$ cat config.mk
export PLATFORM = sky130hd
export DESIGN_NAME = song_select_ctrl
export DESIGN_NICKNAME = d
export VERILOG_FILES = /design/src/rtl/song_select_ctrl_pkg.sv /design/src/rtl/song_select_ctrl_restart_timer.sv /design/src/rtl/song_select_ctrl.sv
export SDC_FILE = /design/constraint.sdc
export NUM_CORES = 1
export LEC_CHECK = 0
export CELL_PAD_IN_SITES_DETAIL_PLACEMENT = 0
export CELL_PAD_IN_SITES_GLOBAL_PLACEMENT = 1
export CORE_MARGIN = 1
export CORE_UTILIZATION = 34
export CTS_CLUSTER_SIZE = 12
export DETAILED_ROUTE_END_ITERATION = 10
export GPL_TIMING_DRIVEN = 0
export PLACE_DENSITY = 0.73
export SLEW_MARGIN = 25
export SYNTH_ARGS = -nofsm -noshare
export SYNTH_HDL_FRONTEND = slang
export SYNTH_SLANG_ARGS = --single-unit
$ cat constraint.sdc
create_clock -name clk -period 1.5 [get_ports clk]
set_input_delay 0.45 -clock clk [delete_from_list [all_inputs] [get_ports clk]]
set_output_delay 0.45 -clock clk [all_outputs]
set_load 0.005 [all_outputs]
$ cat src/rtl/song_select_ctrl_pkg.sv
// rtl/song_select_ctrl_pkg.sv - shared types and defaults for the playback controller
//
// Purpose: state encoding, default parameters and the song-index wrap helper
// used by song_select_ctrl and its restart timer.

package song_select_ctrl_pkg;

  // Encodings are shared with the music_player top and its benches.
  typedef enum logic [1:0] {
    ST_PAUSED  = 2'd0,
    ST_PLAYING = 2'd1,
    ST_RESTART = 2'd2
  } state_e;

  localparam int DEF_NUM_SONGS    = 4;
  localparam int DEF_SONG_W       = 2;
  localparam int DEF_RESET_CYCLES = 4;
  localparam int TIMER_W          = 4;

  // Next song index, wrapping at the album length rather than at 2^SONG_W.
  function automatic int wrap_inc(input int idx, input int num_songs);
    return (idx >= num_songs - 1) ? 0 : idx + 1;
  endfunction

endpackage

$ cat src/rtl/song_select_ctrl_restart_timer.sv
// rtl/song_select_ctrl_restart_timer.sv - loadable down-counter timing the RESTART state
//
// Purpose: counts the cycles reset_player stays high after a song change.
// Ports:
//   clk, rst       clock, asynchronous active-high reset
//   load_i         load load_val_i into the counter (takes priority over en_i)
//   load_val_i     initial count; done_o rises load_val_i cycles after the load
//   en_i           decrement enable (stops at zero)
//   done_o         counter is zero

module song_select_ctrl_restart_timer
  import song_select_ctrl_pkg::*;
#(
  parameter int W = TIMER_W
) (
  input  logic         clk,
  input  logic         rst,
  input  logic         load_i,
  input  logic [W-1:0] load_val_i,
  input  logic         en_i,
  output logic         done_o
);

  logic [W-1:0] cnt_q;

  always_ff @(posedge clk or posedge rst) begin
    if (rst) begin
      cnt_q <= '0;
    end else if (load_i) begin
      cnt_q <= load_val_i;
    end else if (en_i && (cnt_q != '0)) begin
      cnt_q <= cnt_q - W'(1);
    end
  end

  assign done_o = (cnt_q == '0);

endmodule

$ cat src/rtl/song_select_ctrl.sv
// rtl/song_select_ctrl.sv - play/pause, song index and restart-pulse sequencer
//
// Purpose: owns the playback state of the music player datapath.
// Ports:
//   clk, reset       clock, asynchronous active-high reset
//   play_button      pulse, toggles play/pause
//   next_button      pulse, advance to the next song
//   keypad_value     requested song index, qualified by keypad_valid
//   keypad_valid     pulse
//   song_done        pulse from the song reader at end of song
//   play             datapath advancing
//   song             current song index
//   reset_player     restart pulse to song reader / note player
//   busy             high while restarting

module song_select_ctrl
  import song_select_ctrl_pkg::*;
#(
  parameter int NUM_SONGS    = DEF_NUM_SONGS,
  parameter int SONG_W       = DEF_SONG_W,
  parameter int RESET_CYCLES = DEF_RESET_CYCLES
) (
  input  logic              clk,
  input  logic              reset,
  input  logic              play_button,
  input  logic              next_button,
  input  logic [3:0]        keypad_value,
  input  logic              keypad_valid,
  input  logic              song_done,
  output logic              play,
  output logic [SONG_W-1:0] song,
  output logic              reset_player,
  output logic              busy
);

  state_e              state_q, state_d;
  logic [SONG_W-1:0]   song_q, song_d;
  logic                resume_q, resume_d;
  logic                play_q;
  logic                restart_q;
  logic                timer_load;
  logic                timer_done;
  logic                keypad_ok;
  logic                song_is_last;
  logic [SONG_W-1:0]   song_inc;

  // Out-of-range keypad entries are treated as if no key was pressed.
  assign keypad_ok    = keypad_valid && (int'(keypad_value) < NUM_SONGS);
  assign song_is_last = (int'(song_q) == NUM_SONGS - 1);
  assign song_inc     = SONG_W'(wrap_inc(int'(song_q), NUM_SONGS));

  // Priority inside each branch: keypad > next > song_done > play_button.
  always_comb begin
    state_d    = state_q;
    song_d     = song_q;
    resume_d   = resume_q;
    timer_load = 1'b0;
    case (state_q)
      ST_PAUSED: begin
        if (keypad_ok) begin
          song_d     = keypad_value[SONG_W-1:0];
          resume_d   = 1'b0;
          state_d    = ST_RESTART;
          timer_load = 1'b1;
        end else if (next_button) begin
          song_d     = song_inc;
          resume_d   = 1'b0;
          state_d    = ST_RESTART;
          timer_load = 1'b1;
        end else if (play_button) begin
          state_d = ST_PLAYING;
        end
      end
      ST_PLAYING: begin
        if (keypad_ok) begin
          song_d     = keypad_value[SONG_W-1:0];
          resume_d   = 1'b1;
          state_d    = ST_RESTART;
          timer_load = 1'b1;
        end else if (next_button) begin
          song_d     = song_inc;
          resume_d   = 1'b1;
          state_d    = ST_RESTART;
          timer_load = 1'b1;
        end else if (song_done) begin
          // Finishing the last song of the album stops playback.
          song_d     = song_inc;
          resume_d   = !song_is_last;
          state_d    = ST_RESTART;
          timer_load = 1'b1;
        end else if (play_button) begin
          state_d = ST_PAUSED;
        end
      end
      ST_RESTART: begin
        if (timer_done) begin
          state_d = resume_q ? ST_PLAYING : ST_PAUSED;
        end
      end
      default: state_d = ST_PAUSED;
    endcase
  end

  // Outputs are registered from the next state so they line up with it.
  always_ff @(posedge clk or posedge reset) begin
    if (reset) begin
      state_q   <= ST_PAUSED;
      song_q    <= '0;
      resume_q  <= 1'b0;
      play_q    <= 1'b0;
      restart_q <= 1'b0;
    end else begin
      state_q   <= state_d;
      song_q    <= song_d;
      resume_q  <= resume_d;
      play_q    <= (state_d == ST_PLAYING);
      restart_q <= (state_d == ST_RESTART);
    end
  end

  // Loaded with RESET_CYCLES-1 so RESTART lasts exactly RESET_CYCLES cycles
  // (the exit edge is the one on which the counter already reads zero).
  song_select_ctrl_restart_timer #(.W(TIMER_W)) u_restart_timer (
    .clk        (clk),
    .rst        (reset),
    .load_i     (timer_load),
    .load_val_i (TIMER_W'(RESET_CYCLES - 1)),
    .en_i       (state_q == ST_RESTART),
    .done_o     (timer_done)
  );

  assign play         = play_q;
  assign song         = song_q;
  assign reset_player = restart_q;
  assign busy         = restart_q;

endmodule

# Yosys cells after proc, flatten, opt, wreduce, memory -nomap -nowiden
# Index checks and enable logic that the tools add are counted.
op_classes:
  bitwise: 0
  n_shift: 0
  reduce_logical: 9
  n_div: 0
  eq_ne: 7
  n_lt_le_gt_ge: 2
  add_sub_neg: 2
  mux: 31
  multipliers: 0
op_table:
  columns: ["op", "count"]
  rows:
  - ["2-bit 2-to-1 mux", 14]
  - ["1-bit 2-to-1 mux", 11]
  - ["4-bit 2-to-1 mux", 2]
  - ["2-bit by 1-bit == test with 1-bit output, second input constant", 3]
  - ["2-bit case mux with 3 select lines", 1]
  - ["2-bit == test, second input constant", 2]
  - ["4-bit logical NOT", 1]
  - ["4-bit by 3-bit < comparator with 1-bit output, second input constant", 1]
  - ["4-bit != test, second input constant", 1]
  - ["1-bit case mux with 2 select lines", 2]
  - ["2-bit case mux with 2 select lines", 1]
  - ["2-bit nonzero test", 2]
  - ["4-bit nonzero test", 1]
  - ["4-bit by 1-bit subtractor with 4-bit output, second input constant", 1]
  - ["3-bit != test, second input constant", 1]
  - ["3-bit AND reduction", 1]
  - ["2-bit by 1-bit adder with 2-bit output, second input constant", 1]
  - ["2-bit greater-or-equal comparator, second input constant", 1]
  - ["1-bit logical AND", 2]
  - ["2-bit logical NOT", 1]
  - ["1-bit logical NOT", 1]
totals:
  in_bits: 10
  n_memories: 0
  latchBits: 0
  ff_bits: 11
  romBits: 0
  ram_bits: 0

# Longest topological paths before layout
logic_depth:
  ltp_word: 6
  ltp_mapped: 5

# Cells and area by module
# A second synthesis with hierarchy kept.
unflattened:
  cells_unflattened: 65
  hier_area_um2: 670.6
modules_own_cells:
  columns: ["module", "instances", "area_each_um2", "cells_per_inst", "seq_area_each_um2"]
  rows:
  - ["song_select_ctrl", 1, 409.1, 37, 175.2]
  - ["song_select_ctrl_restart_timer", 1, 261.5, 28, 100.1]

# Least setup slack after synthesis
# No wires, ideal clock.
synth_timing:
  path_kind: "input-to-reg"
  start: "in keypad_value[3]"
  end: "reg play_q (netlist: play)"
  setup_ns: 0.130
  t_required_ns: 1.370
  path_slack_ns: 0.228
  t_arrival_ns: 1.142
  n_path_buf: 0
  stages: 4
  cell_sequence: "nor3b_4 -> nor3_2 -> a221oi_2 -> a21oi_1"
synth_between:
  elab_chain_len: 5
synth_rtl:
  columns: ["element", "line_no", "rtl"]
  rows:
  - ["from (decl)", "song_select_ctrl.sv:27", "input logic [3:0] keypad_value,"]
  - ["4-bit by 3-bit < comparator with 1-bit output (*)", "song_select_ctrl.sv:48", "assign keypad_ok = keypad_valid && (int'(keypad_value) < NUM_SONGS);"]
  - ["1-bit logical AND (*)", "song_select_ctrl.sv:48", null]
  - ["2-bit 2-to-1 mux, on equally long branches", "song_select_ctrl.sv:75, song_select_ctrl.sv:60", null]
  - ["2-bit case mux with 3 select lines (*)", "song_select_ctrl.sv:58", "case (state_q)"]
  - ["2-bit by 1-bit == test with 1-bit output (*)", "song_select_ctrl.sv:116", "play_q <= (state_d == ST_PLAYING);"]
  - ["to (signal assigned)", "song_select_ctrl.sv:116", null]
  - ["to (decl)", "song_select_ctrl.sv:39", "logic play_q;"]
# Mark *: on every way between the ends. The rest lies on a longest branch, timed or not.
# A chain may end at the register's enable or synchronous reset.

# Final worst setup path
layout_timing:
  start: "in song_done"
  end: "reg u_restart_timer.cnt_q[3]"
layout_between:
  elab_chain_len: 5
layout_rtl:
  columns: ["element", "line_no", "rtl"]
  rows:
  - ["from (decl)", "song_select_ctrl.sv:29", "input logic song_done,"]
  - ["1-bit 2-to-1 mux (*)", "song_select_ctrl.sv:85", "end else if (song_done) begin"]
  - ["1-bit 2-to-1 mux (*)", "song_select_ctrl.sv:80", "end else if (next_button) begin"]
  - ["1-bit 2-to-1 mux (*)", "song_select_ctrl.sv:75", "if (keypad_ok) begin"]
  - ["1-bit case mux with 2 select lines (*)", "song_select_ctrl.sv:58", null]
  - ["4-bit 2-to-1 mux or 2-bit nonzero test (tied branches)", null, null]
  - ["to (signal assigned)", "song_select_ctrl_restart_timer.sv:30", "cnt_q <= load_val_i;"]
  - ["to (signal assigned)", "song_select_ctrl_restart_timer.sv:32", "cnt_q <= cnt_q - W'(1);"]
  - ["to (decl)", "song_select_ctrl_restart_timer.sv:24", "logic [W-1:0] cnt_q;"]
# Marked as above.

==> impl.org <==
** Synthesis
- Mean area per synthesized cell :: between 9 and 10 um^2
- Yosys printed 0 warnings.
- Post-Synthesis Cell Area :: 589 um^2
- Number of instances in the synthesized netlist :: 60
- The number of nets handed over by synthesis was 72.
- Most used flip-flop cell after synthesis :: sky130_fd_sc_hd__dfrtp_1
- Share of the yosys chip area belonging to registers :: approximately 47%
- Number of storage elements in the synthesis netlist :: 11
- In this run, synthesis inferred 0 flip-flops with an integrated enable.
- The netlist uses 26 different library cells.
- Async S/R FF share, synth :: 100%

** Global routing
- The number of global-route vias before repair is 469.
- Entering global routing, the biggest net connects 12 pins.
- Wire length of the first global-routing pass :: 2100 um
- Overall track demand over capacity in global routing :: between 10% and 20%
- GRT overflow :: 0
- The number of antenna violations at the first check in global routing came to 0.

** Critical path
- Sort of element at the end of the critical path :: register
- Crit path DAT :: 1.59 ns
- The critical path starts at song_done.
- Crit path to :: u_restart_timer.cnt_q[3]
- For this run, the slowest stage of the critical path takes approximately 0.47 ns.
- Worst endpoint required time :: around 1.7 ns
- Critical path startpoint category :: input port
- On the critical path, the stage with the largest delay is an instance of sky130_fd_sc_hd__clkdlybuf4s50_1.
- Cells traversed along the worst timing path :: clkdlybuf4s50_1 -> a21o_1 -> o21ai_4 -> nand3_1 -> o31ai_1
- The worst register-to-register path has a setup slack of 0.14 ns.
- The endpoint identified for the worst register-to-register timing path is u_restart_timer.cnt_q[0].
- Startpoint of the most critical register-to-register path :: u_restart_timer.cnt_q[0]
- Measured in cells, the most critical reg-to-reg path has a length of 5.
- The critical path in this run is classified as in2reg.
- Top fanout value on the critical path :: 10

** Clock tree
- Hold repair after CTS inserted 0 buffers.
- For this design, the sink count on the clock tree is 11.
- Counting the buffers created by CTS gives 3.
- TritonCTS built the clock tree.
- In this run the number of H-tree levels came out at 1.
- The later pin in the worst-skew pair is clocked with a latency of 0.27 ns.
- Clock tree root buffer cell :: sky130_fd_sc_hd__clkbuf_4
- Counting along the longest clock path gives a buffer depth of 2.
- After clock tree synthesis, the clock-pin slew on the worst setup and hold paths is 0.07 ns.

** Cells and area
- Layout overhead on the synthesized area :: 35.2%
- Share of layout cells above drive strength 1 :: 18.5%
- 0 antenna diodes ended up in the layout.
- The finished cells cover 797 um^2.
- Number of nets at the end of the flow :: 94

** Die
- The core region is 1560 um^2.
- I/O pin total :: 15
- Measured along the y axis, the die boundary spans roughly 44 um.
- The die covers roughly 1900 um^2.
- For this configuration, the core starts out at a cell density of ~38%.
- In this run the core area contains 14 standard-cell rows.
- In this run the horizontal extent of the chip is 43.6 um.

** Detailed routing
- Detailed router's first-iteration violation count :: 5
- Detailed-route vias per instance :: 5.03
- The detailed router placed 488 vias in this run.
- Average routed wire per standard cell :: between 10 and 15 um
- Total Routed Length :: around 1200 um
- The first detailed-routing pass took 7 iterations.
- Remaining antenna violation count after routing :: 0
- In the routed design, unresolved DRC markers number 1.

** STA
- Max-slew violation count :: 0
- Maximum operating frequency :: 0.710 GHz
- Time the worst path needs with I/O delays and setup :: 1.41 ns
- The final number of hold-violating endpoints was 0.
- Headroom to the max-slew limit came out at 70.6%.
- RSZ-0062 raised after global routing :: no
- For the pin with the worst max-slew slack, the measured transition is 0.441 ns.
- On the final layout, the worst clock skew is 0.000854 ns.
- Setup violations remaining at the end of the flow were counted as 0.
- Setup TNS :: 0 ns
- The worst path uses 93.9% of the clock period.

** Status
- Violated checks :: design-rule violations
- The flow ran to the end, but the final reports show violations.

** Placed design
- The congestion estimate from routability-driven global placement came to 0.747.
- The wire-length estimate of the detail-placed layout is 809 um.
- Post-placement cell area :: 749 um^2
- During placement, the flow inserted port buffers numbering 14.

** Worst hold path
- In this run the worst hold path is classified as in2async.

** Pwr
- In this run the static leakage power is just under 0.4 nW.
- Power Density :: ~1700 nW/um^2
- Worst vdd rail ir drop :: 0.759 mV

** Flow run
- Max-cap violations in this run came to 0.
-- report_power, final --
part           total, mW  switching, mW  internal (mW)
Sequential         0.496         0.0745          0.422
Clock              0.202         0.0987          0.103
Combinational      0.661          0.333          0.327
-- state kept, by name (all words and copies together) (netlist names) --
signal / flops
u_restart_timer.cnt_q: 4
song: 2
state_q: 2
busy: 1
play: 1
resume_q: 1
-- kinds of logic after synthesis --
kind of cell               after synthesis  share of synthesized area, %
DFF                                     11                          46.7
AOI/OAI and AO/OA                       15                          17.6
adders and majority gates                2                          4.25
muxes                                    1                          1.70
and+or+nand+nor                         24                          23.6
xor gates and xnor gates                 1                          1.49
buffers and inverters                    6                          4.67
-- cells in the mapped netlist (all sizes together), types with 2 or more instances --
library cell	n	area, um^2
a21oi	5	25.0
inv	4	15.0
o21ai	4	23.8
nor2	4	15.0
buf	2	12.5
ha	2	25.0
nand2	9	33.8
nand3	2	10.0
nor3	3	25.0
and3	2	12.5
dfrtp	11	275
-- worst max-delay path: cells and delay by family --
kind            cells  cell delay, ns
compound gates      3            0.55
buf+inv             1            0.47
simple gates        1            0.11
-- worst min-delay path by stage --
| stage | startpoint | endpoint | slack, ns |
|---|---|---|---|
| global route | reset | resume_q | 0.53 |
| finish | reset | play | 0.48 |
| CTS | reset | state_q[1] | 0.49 |
| floorplan | reset | busy | 0.30 |
| global placement | song[1] | song[1] | 0.50 |
| detailed placement | song[1] | song[1] | 0.50 |
-- placed cells by master (no fill, tap or decap), drive strengths merged --
| cell | count |
|---|---|
| nand2 | 9 |
| nor4 | 1 |
| o31ai | 1 |
| and3 | 2 |
| a21o | 1 |
| nor3 | 3 |
| or3 | 1 |
| o211ai | 1 |
| and4 | 1 |
| a31o | 1 |
| nor3b | 1 |
| xnor2 | 1 |
| dlygate4sd2 | 7 |
| nor2 | 4 |
| o21ai | 4 |
| mux2i | 1 |
| dfrtp | 11 |
| a21oi | 5 |
| clkdlybuf4s15 | 1 |
| a221oi | 1 |
| clkbuf | 4 |
| ha | 2 |
| inv | 4 |
| nand3 | 2 |
| clkdlybuf4s50 | 6 |
| a211o | 1 |
| buf | 5 |
-- stage by stage --
step | cells | hold WS, ns | power [mW] | setup slack [ns] | utilization, %
floorplan | 60 | 0.302 | 0.923 | 0.228 | -
global placement | 90 | 0.499 | 1.16 | -0.333 | 48.1
detailed placement | 90 | 0.505 | 1.16 | -0.359 | 48.1
CTS | 97 | 0.494 | 1.36 | 0.00904 | 50.6
global route | 97 | 0.528 | 1.50 | 0.0331 | 51.1
finish | 97 | 0.480 | 1.36 | 0.0912 | 51.1
-- routing by layer --
metal / up-vias / global-route usage (%) / part of all wire [%]
li1: 254 / - / -
met1: 218 / 20.4 / 51
met2: 12 / 21.8 / 41
met3: 4 / 6.25 / 5.4
met4: 0 / 7.50 / 2.1
met5: - / 0 / 0
-- area by class of cell --
type / instances / area (um^2)
fill: 149 / 762
multi-input combinational: 43 / 294
sequential: 11 / 275
timing repair buffer: 17 / 154
clock buffer: 4 / 26.3
tap: 16 / 20.0
inverter: 4 / 15.0
buffer: 2 / 12.5
-- timing repair --
| action | in CTS | in global routing |
|---|---|---|
| endpoints found under the setup margin | 7 | 6 |
| pin swaps | 3 | 0 |
| buffers inserted | 3 | 0 |
| gates resized for setup | 8 | 2 |
Power figures use the tool's default switching activity.
